$ cat src/rtl/mem_stream_reader.sv
// Streams a block of words out of a synchronous-read RAM through a 2-entry skid FIFO with valid/ready flow control.
// Optional: define CHECKSUM_EN to add a running XOR checksum of accepted words.
module mem_stream_reader #(
   parameter int unsigned data_width = 32,
   parameter int unsigned addr_width = 4
) (
   input  logic                  clk,
   input  logic                  reset,
   input  logic                  start,
   input  logic [addr_width-1:0] start_addr,
   input  logic [addr_width:0]   count,
   output logic [addr_width-1:0] read_address,
   input  logic [data_width-1:0] ram_dout,
   output logic [data_width-1:0] out_data,
   output logic                  out_valid,
   input  logic                  out_ready,
   output logic                  busy,
   output logic                  done
`ifdef CHECKSUM_EN
   ,
   output logic [data_width-1:0] checksum
`endif
);

   localparam int unsigned CNT_W = addr_width + 1;

   typedef enum logic [1:0] {IDLE, RUN, FLUSH, DONE} state_t;

   state_t                  state;
   state_t                  state_next;
   logic                    busy_next;
   logic                    done_next;
   logic [CNT_W-1:0]        remaining;
   logic [data_width-1:0]   second;
   logic [1:0]              occ;
   logic                    in_flight;

   logic                    pop_c;
   logic                    start_c;
   logic                    issue_c;
   logic                    last_pop_c;
   logic [2:0]              pending_c;
   logic [1:0]              occ_next_c;

   assign pop_c      = out_valid && out_ready;
   assign start_c    = (state == IDLE) && start;
   // Words already buffered plus the one on its way, after this cycle's pop.
   assign pending_c  = 3'(occ) + 3'(in_flight) - 3'(pop_c);
   assign issue_c    = (state == RUN) && (remaining != '0) && (pending_c <= 3'd1);
   assign occ_next_c = 2'(occ + 2'(in_flight) - 2'(pop_c));
   assign last_pop_c = (state == FLUSH) && pop_c && (occ == 2'd1) && !in_flight;

   always_ff @(posedge clk) begin
      if (reset) begin
         state <= IDLE;
         busy  <= 1'b0;
         done  <= 1'b0;
      end else begin
         state <= state_next;
         busy  <= busy_next;
         done  <= done_next;
      end
   end

   always_comb begin
      state_next = state;
      busy_next  = 1'b0;
      done_next  = 1'b0;
      case (state)
         IDLE:    if (start) state_next = (count != '0) ? RUN : DONE;
         RUN:     if (issue_c && (remaining == CNT_W'(1))) state_next = FLUSH;
         FLUSH:   if (last_pop_c) state_next = DONE;
         DONE:    state_next = IDLE;
         default: state_next = IDLE;
      endcase
      busy_next = (state_next == RUN) || (state_next == FLUSH);
      done_next = (state_next == DONE);
   end

   // Address/count tracking and the 2-entry FIFO; out_data is the FIFO head.
   always_ff @(posedge clk) begin
      if (reset) begin
         read_address <= '0;
         remaining    <= '0;
         in_flight    <= 1'b0;
         occ          <= 2'd0;
         out_valid    <= 1'b0;
         out_data     <= '0;
         second       <= '0;
      end else begin
         if (start_c) begin
            read_address <= start_addr;
            remaining    <= count;
         end else if (issue_c) begin
            read_address <= addr_width'(read_address + addr_width'(1));
            remaining    <= CNT_W'(remaining - CNT_W'(1));
         end
         in_flight <= issue_c;

         case ({in_flight, pop_c})
            2'b10: begin
               if (occ == 2'd0) out_data <= ram_dout;
               else             second   <= ram_dout;
            end
            2'b01: begin
               if (occ == 2'd2) out_data <= second;
            end
            2'b11: begin
               if (occ == 2'd1) begin
                  out_data <= ram_dout;
               end else begin
                  out_data <= second;
                  second   <= ram_dout;
               end
            end
            default: ;
         endcase
         occ       <= occ_next_c;
         out_valid <= (occ_next_c != 2'd0);
      end
   end

`ifdef CHECKSUM_EN
   always_ff @(posedge clk) begin
      if (reset || start_c) checksum <= '0;
      else if (pop_c)       checksum <= checksum ^ out_data;
   end
`endif

endmodule

$ cat config.mk
export PLATFORM = sky130hd
export DESIGN_NAME = mem_stream_reader
export DESIGN_NICKNAME = d
export VERILOG_FILES = /design/src/rtl/mem_stream_reader.sv
export SDC_FILE = /design/constraint.sdc
export NUM_CORES = 1
export LEC_CHECK = 0
export ABC_AREA = 1
export CAP_MARGIN = 20
export CORE_MARGIN = 5
export CORE_UTILIZATION = 45
export CTS_CLUSTER_DIAMETER = 60
export DETAILED_ROUTE_END_ITERATION = 8
export GPL_ROUTABILITY_DRIVEN = 1
export PLACE_DENSITY = 0.79
export SLEW_MARGIN = 20
export SYNTH_ARGS = -nofsm -noshare
export SYNTH_HDL_FRONTEND = slang
export SYNTH_SLANG_ARGS = --single-unit
$ cat constraint.sdc
create_clock -name clk -period 6.85 [get_ports clk]
set_clock_uncertainty 0.15 [all_clocks]
set_input_delay 1.37 -clock clk [delete_from_list [all_inputs] [get_ports clk]]
set_output_delay 1.37 -clock clk [all_outputs]
set_load 0.03 [all_outputs]
Yosys cells after proc, flatten, opt, wreduce, memory -nomap -nowiden --
Cells that the tools add are included.
Cells by class: magnitude comparators 1, $add $sub $neg 6, mux-type cells 16, equal/unequal tests 16, reduce and logical (&&, ||, !) cells 20
Operators with widths (count):
- 32-bit 2-to-1 mux | 5
- 32-bit case mux with 3 select lines | 1
- 32-bit case mux with 2 select lines | 1
- 2-bit == test (second input constant) | 7
- 5-bit 2-to-1 mux | 2
- 5-bit nonzero test | 2
- 2-bit by 1-bit == test with 1-bit output (second input constant) | 4
- 1-bit logical AND | 8
- 2-bit 2-to-1 mux | 4
- 4-bit 2-to-1 mux | 2
- 2-bit != test (second input constant) | 4
- 2-bit case mux with 4 select lines | 1
- 3-bit AND reduction | 2
- 2-bit nonzero test | 3
- 5-bit by 1-bit == test with 1-bit output (second input constant) | 1
- 5-bit by 1-bit subtractor with 5-bit output (second input constant) | 1
- 4-bit by 1-bit adder with 4-bit output (second input constant) | 1
- 2-bit logical NOT | 2
- 2-bit by 1-bit adder with 3-bit output | 1
- 3-bit by 1-bit less-or-equal comparator with 1-bit output (second input constant) | 1
- 3-bit nonzero test | 1
- 3-bit by 1-bit subtractor with 3-bit output | 1
- 2-bit by 1-bit adder with 2-bit output | 1
- 2-bit by 1-bit subtractor with 2-bit output | 1
- 2 further kinds | 2
Storage, ports and cells: input port bits 45, word-level logic and storage cells 69, output and inout port bits 39, flip-flop bits (word level) 81

Logic depth before layout (Yosys ltp) --
depth in word-level cells 9, gate-level depth with buffers 18, mapped depth without buffers 18

Worst setup path before layout --
No wires, ideal clock.
kind in2reg, from input out_ready, to register busy, path slack 3.224 ns, cell stages on the path 17, library setup time 0.128 ns, arrival 3.349 ns, required time 6.572 ns, path buffers 0, cells stage by stage nand2_1 > inv_1 > ha_1 > inv_1 > ha_1 > fa_1 > inv_1 > nand3_1 > nor2_2 > nand3_1 > nand2_1 > nand2_1 > nand2_1 > inv_1 > ha_1 > inv_1 > nor2_1
On the way: word-level cells in the longest chain between the ends 9, elaborated cells between the ends (all ways) 14, those cells by class add/sub (1); order compare (1); eq/ne (2); mux (3); reduce/logical (7)
Ends and longest elaborated chain:
- from (decl) | line 16 | input logic out_ready,
- 1-bit logical AND * | line 45 | assign pop_c = out_valid && out_ready;
- 3-bit by 1-bit subtractor with 3-bit output | line 48 | assign pending_c = 3'(occ) + 3'(in_flight) - 3'(pop_c);
- 3-bit by 1-bit less-or-equal comparator with 1-bit output | line 49 | assign issue_c = (state == RUN) && (remaining != '0) && (pending_c <= 3'd1);
- 1-bit logical AND | line 49
- 1-bit logical AND | line 71 | RUN: if (issue_c && (remaining == CNT_W'(1))) state_next = FLUSH;
- 2-bit 2-to-1 mux | line 71
- 2-bit case mux with 4 select lines * | line 69 | case (state)
- 2-bit by 1-bit == test with 1-bit output / 2-bit == test (equally long branches) | line 76 | busy_next = (state_next == RUN) || (state_next == FLUSH);
- 1-bit logical OR * | line 76
- named net busy_next | line 31 | logic busy_next;
- to (signal assigned) | line 60 | busy <= busy_next;
- to (decl) | line 17 | output logic busy,
The timed path passes the listed nets; every way through them passes the cells marked *. A chain may end at the register's enable or synchronous reset.

Worst setup path after layout --
Same ends and word-level chain as after synthesis.

==> results.ini <==
[route]
drtPass1Iterations = 4
drc = 0
drt_iter0_markers = 93
vias_per_cell = 4.99
vias = 3346
wl_per_cell_um = 12.7
ant_nets = 0
wl_um = 8520

[floorplan]
std_cell_rows = 32
dieHeight_um = 99.3
pin_count = 84
dieArea_um2 = 9850
core_um2 = 7730
initial_utilization_pct = 46.4
die_w_um = 99.3

[placement]
io_buffers = 83
gp_congestion = 0.818
hpwl_um = 5730

[sta]
hold_violations = 0
maxSlewHeadroom_pct = 32.8
final_max_slew_viol_count = 0
period_needed_ns = 3.84
setup_viol = 0
max_freq_ghz = 0.260
rsz0062_at_grt = no
tightest_slew_ns = 1.00
period_share_pct = 56.1
fin_setup_tns_ns = 0

[cells_and_area]
layout-drive-gt1-share_pct = 6.33
seqCellArea_um2 = 1620
multi_input_area_um2 = 1610
fin_nets = 619
final_common_cell = nor2_1
n_antenna_cell = 0
areaGrowthSynthToFinish_pct = 29.3
layout_common_cells = nor2_1 (91), clkdlybuf4s50_1 (83), dfxtp_1 (81)
num-fill-cells = 700

[clocking]
path_clk_slew_ns = 0.09
clk_latency_ns = 0.34
cts_tree = done
cts_resized = 0
h-tree-depth = 3
clk_path_buf_depth = 2
numCtsBuffers = 9
root_buffer = clkbuf_8
post_cts_buffers = 0
hold_buffers = 0
clock-sinks = 81

[setup_path]
cp-startpoint = out_ready
critical_path_class = in2reg
worstPathArrival_ns = 3.92
critical_path_required_ns = 6.93
reg2reg_from = out_valid$_SDFF_PP0_
cp_max_fo = 3
reg2reg_depth = 17
cp-start-kind = input pin
critPathCaptureType = flip-flop

[pwr]
power.switching_mw = 0.614
clkPwrFrac_pct = 23.0
internal_power_mw = 0.990
p_seq_share_pct = 38.8
p_leak_nw = 1.89
netSwitchingFraction_pct = 38.3
pwr_density_cell_nw_per_um2 = 346
pwr-share-comb_pct = 38.3
finalPower_mw = 1.60
vdd_ir_drop_max_mv = 0.156

[min_path]
hold_path.class = reg2reg
min-delay-start = second[23]$_SDFFE_PP0P_
min_path_cells = 2

[synthesis]
syn_avg_cell_area_um2 = 7.26
syn_nets = 549
synthCells = 494
synthesis.area_um2 = 3590
synth-seq-cells = 81
ys.warnings.count = 0
ys_seq_area_share_pct = 45.2
ys_types = 26

[grt]
grt_pass1_wl_um = 14300
antenna_found_initial = 0
grt-ovfl-total = 0
grt_pass1_vias = 3246
grt.total_usage_pct = 17.4
grt_max_degree = 72

[run_status]
status = complete, no violations

[flow_run]
drv_cap = 0

==> sequential cells by signal (all words and copies together) (netlist names) <==
name,count
busy,1
out_valid,1
in_flight,1
out_data,32
read_address,4
remaining,5
occ,2
done,1
state,2
second,32
==> metal layers <==
| metal | part of all wire (%) | global-route usage [%] | vias up |
|---|---|---|---|
| li1 | - | - | 1716 |
| met1 | 43 | 20.0 | 1516 |
| met2 | 49 | 30.3 | 95 |
| met3 | 5.8 | 4.42 | 19 |
| met4 | 2.4 | 8.19 | 0 |
| met5 | 0 | 0 | - |
==> Yosys cell counts <==
cell,number,area share [%]
nor2_1,91,9.5
dfxtp_1,81,45
o21ai_0,79,11
nand2_1,55,5.8
inv_1,53,5.5
a21oi_1,39,5.4
o21ai_1,26,3.6
buf_2,13,1.8
nand3_1,10,1.4
ha_1,9,3.1
clkbuf_1,7,0.73
buf_4,6,1.3
nor3_2,5,1.4
nand2_2,4,0.70
inv_2,3,0.31
o21ai_2,2,0.49
xnor2_1,2,0.49
a31oi_1,1,0.17
buf_1,1,0.10
fa_1,1,0.56
nand2_4,1,0.31
nand3b_1,1,0.21
nand4_1,1,0.17
nor2_2,1,0.17
or2_2,1,0.17
xor2_1,1,0.24
==> path summary, 6_finish.rpt <==
| path | end | slack (ns) |
|---|---|---|
| min | second[23]$_SDFFE_PP0P_ | 0.30 |
| min reg2reg | second[23]$_SDFFE_PP0P_ | 0.30 |
| max | busy$_SDFF_PP0_ | 3.01 |
| max reg2reg | busy$_SDFF_PP0_ | 4.11 |
==> metrics by stage <==
step	std cells	utilization (%)	instance area, um2	setup slack [ns]	hold slack [ns]
floorplan	494	-	3590	3.22	0.275
global placement	655	57.3	4430	2.73	0.285
detailed placement	655	57.3	4430	2.64	0.290
CTS	671	60.0	4640	3.01	0.304
global route	671	60.0	4640	2.82	0.325
finish	671	60.0	4640	3.01	0.300
==> critical path, stage by stage <==
cell and delay [ns]:
clkdlybuf4s50_1 0.40, nand2_1 0.10, inv_1 0.08, ha_1 0.27
inv_1 0.04, ha_1 0.18, fa_1 0.43, inv_1 0.11
nand3_1 0.09, nor2_2 0.14, nand3_1 0.12, nand2_1 0.08
nand2_1 0.04, nand2_1 0.08, inv_1 0.05, ha_1 0.26
inv_1 0.05, nor2_1 0.03
==> power groups by stage <==
stage | Clock [mW] | Sequential [mW] | Combinational (mW)
after global routing | 0.392 | 0.633 | 0.681
final | 0.368 | 0.622 | 0.614
after global placement | 0 | 0.628 | 0.602
after CTS | 0.375 | 0.622 | 0.622
after floorplan | 0 | 0.748 | 0.285
after detailed placement | 0 | 0.632 | 0.619
==> cell families (layout without fill, tap and decap cells) <==
group	count (synthesis)	count (layout)	share of synthesized area [%]
buffers and inverters	83	158	9.77
AND/OR/NAND/NOR	170	170	19.8
adder cells (fa/ha/maj)	10	10	3.70
XOR/XNOR	3	3	0.733
flip-flops	81	81	45.2
AO/OA/AOI/OAI	147	147	20.8
==> layout make-up <==
type / count / share of cell area (%)
Clock buffer: 11 / 3.26
Clock inverter: 5 / 1.29
Inverter: 56 / 4.53
Multi-Input combinational cell: 330 / 34.8
Sequential cell: 81 / 35.0
Tap cell: 102 / 2.75
Timing Repair Buffer: 86 / 18.4
Note: power is estimated with default switching activity, not from simulation.
==> RTL edit, RTL diff (config.mk and constraints unchanged) <==
Add a define of `CHECKSUM_EN`.
--- a/src/rtl/mem_stream_reader.sv
+++ b/src/rtl/mem_stream_reader.sv
@@ -1,5 +1,7 @@
 // Streams a block of words out of a synchronous-read RAM through a 2-entry skid FIFO with valid/ready flow control.
 // Optional: define CHECKSUM_EN to add a running XOR checksum of accepted words.
+`define CHECKSUM_EN
+
 module mem_stream_reader #(
    parameter int unsigned data_width = 32,
    parameter int unsigned addr_width = 4
Behaviour (old outputs only; new: checksum): unchanged (Yosys induction, for registers that start in step).
==> RTL edit against the original RTL <==
Routed wire length up 50%; register-to-register slack lost 0.48 ns; global-route usage up 2.1 points; total power is 47% higher; via count grew 43%; cell count up 46%; die area rose by 40%; highest routed layer unchanged; synthesized area up 44%; sequential cell count grew 32; worst setup slack worse by 0.43 ns; cell area increased by 47%; worst hold slack lost 0.0021 ns.
==> RTL edit: results (changes against the original RTL) <==
CTS clock-pin slew for the worst setup and hold paths -> 0.05 ns (-0.04 ns)
Skew-Pair Late Insertion Delay -> 0.41 ns (+0.07 ns)
Leak Pwr -> 2.597 nW (+37%)
share of the synthesized area in the top cell type -> 0.4369 (-0.01527)
relative max-transition margin -> 0.3385 (+0.01003)
Placed Cells incl. Taps -> 947 (+45%)
overall track demand over capacity in global routing -> 0.1957 (+0.02143)
post-synthesis area per instance -> 7.181 um2 (-1.1%)
clock root buffer master -> sky130_fd_sc_hd__clkbuf_16
H-tree depth -> 4 (+1)
share of synthesized area occupied by flip-flops and latches -> 0.4369 (-0.01527)
count of TritonRoute iterations in the first routing pass -> 4 (unchanged)
vias in the first global route -> 4,456 (+37%)
violation count after the first detailed-routing iteration -> 218 (+130%)
CP arrival -> 4.40 ns (+0.48 ns)
run status -> complete, no violations
path type of the worst min-delay path -> reg2reg
average detailed-routed wire length per instance -> 13.09 um (+3.1%)
buffers inserted during post-CTS setup optimization -> 0 (unchanged)
Final GP Congestion -> 0.8102 (-0.94%)
maximum number of pins on one net before global-route repair -> 72 (unchanged)
CTS Sinks -> 113 (+40%)
post-DP HPWL -> 7900 um (+38%)
clock buffer depth -> 2 (unchanged)
net count after synthesis -> 776 (+41%)
final setup margin -> 2.578 ns (-0.4284 ns)
register-to-register path setup slack -> 3.63 ns (-0.48 ns)
Port-buffer cells -> 115 (+39%)
standard cell with the maximum stage delay on the critical path -> sky130_fd_sc_hd__fa_1
leading cell types by total area after synthesis -> sky130_fd_sc_hd__dfxtp_1 44%, sky130_fd_sc_hd__nor2_1 8.8%, sky130_fd_sc_hd__o21ai_1 8.4%
global-route wire length before repair -> 21,120 um (+47%)
most used flip-flop cell after synthesis -> sky130_fd_sc_hd__dfxtp_1
total clock buffers created by CTS -> 17 (+8)
number of diodes -> 0 (unchanged)
proportion of layout cells with a drive suffix above 1 -> 0.06954 (+0.006275)
Via Count -> 4,789 (+43%)
crit-path max FO -> 33 (+30)
Layout Nets -> 878 (+42%)
number of warning messages in the yosys log -> 0 (unchanged)
worst slack after detailed placement -> 2.200 ns (-0.4402 ns)
met3 usage -> 0.05553 (+0.01135)
Worst path top cell family by delay -> adder cells
top post-synthesis cells by count -> 121 x sky130_fd_sc_hd__nor2_1, 113 x sky130_fd_sc_hd__dfxtp_1, 113 x sky130_fd_sc_hd__inv_1
number of max-capacitance violations reported -> 0 (unchanged)
largest stage delay on the critical path -> 0.44 ns
met2 usage in global routing -> 0.3096 (+0.006892)
global route total overflow -> 0 (unchanged)
worst ir drop on vdd -> 219.5 uV (+41%)
number of antenna violations at the first check in global routing -> 0 (unchanged)
fraction of registers with async set/reset -> 0 (unchanged)
top flop regs -> checksum: 32 flops, out_data: 32 flops, second: 32 flops
count of distinct cell types in the synthesized netlist -> 34 (+31%)
routed via count divided by cell count -> 4.902 (-1.7%)
cells resized by post-CTS repair -> 0 (unchanged)
met1 capacity usage during global routing -> 0.2524 (+0.05257)
==> RTL edit: logic make-up (layout without fill, tap and decap cells) <==
logic type	after synthesis	count (layout)	synth area share
flops	113	113	0.4369
compound gates	175	175	0.1752
simple gates	266	266	0.2245
xor+xnor	5	5	0.008460
fa+ha+maj	10	10	0.02562
buf+inv	152	265	0.1293
==> RTL edit: worst paths after layout <==
path                                         startpoint  cells after the start                      end
worst max-delay path                          out_ready                     19          busy$_SDFF_PP0_
worst min-delay path            second[25]$_SDFFE_PP0P_                      2  second[25]$_SDFFE_PP0P_
worst max register to register     out_valid$_SDFF_PP0_                     18          busy$_SDFF_PP0_
worst min register to register  second[25]$_SDFFE_PP0P_                      2  second[25]$_SDFFE_PP0P_
==> RTL edit: report_power, final <==
part | internal (mW) | switching (mW) | leakage (nW) | total, mW
clock network | 0.492 | 0.291 | 0.261 | 0.782
logic | 0.264 | 0.456 | 1.42 | 0.720
registers | 0.760 | 0.0884 | 0.918 | 0.849
total | 1.52 | 0.835 | 2.60 | 2.35
==> RTL edit: cell type report <==
| type | count | area (um2) |
|---|---|---|
| Sequential cell | 113 | 2262 |
| Clock inverter | 6 | 32.53 |
| Clock buffer | 24 | 491.7 |
| Inverter | 116 | 437.9 |
| Multi-Input combinational cell | 456 | 2253 |
| Timing Repair Buffer | 119 | 1181 |
| Tap cell | 143 | 178.9 |
| Fill cell | 1030 | 4532 |
==> RTL edit: metrics by stage <==
step	hold slack, ns	cell area [um2]
after floorplan	0.2754	5177
after global placement	0.2874	6314
after detailed placement	0.2940	6314
after CTS	0.3023	6838
after global routing	0.3284	6838
final	0.2979	6838
==> RTL edit: per-layer routing <==
metal	routed length (um)	share of wire	vias up
li1	-	-	2487
met1	5937	0.46	2180
met2	6064	0.47	117
met3	703	0.055	5
met4	84	0.0066	0
met5	0	0	-
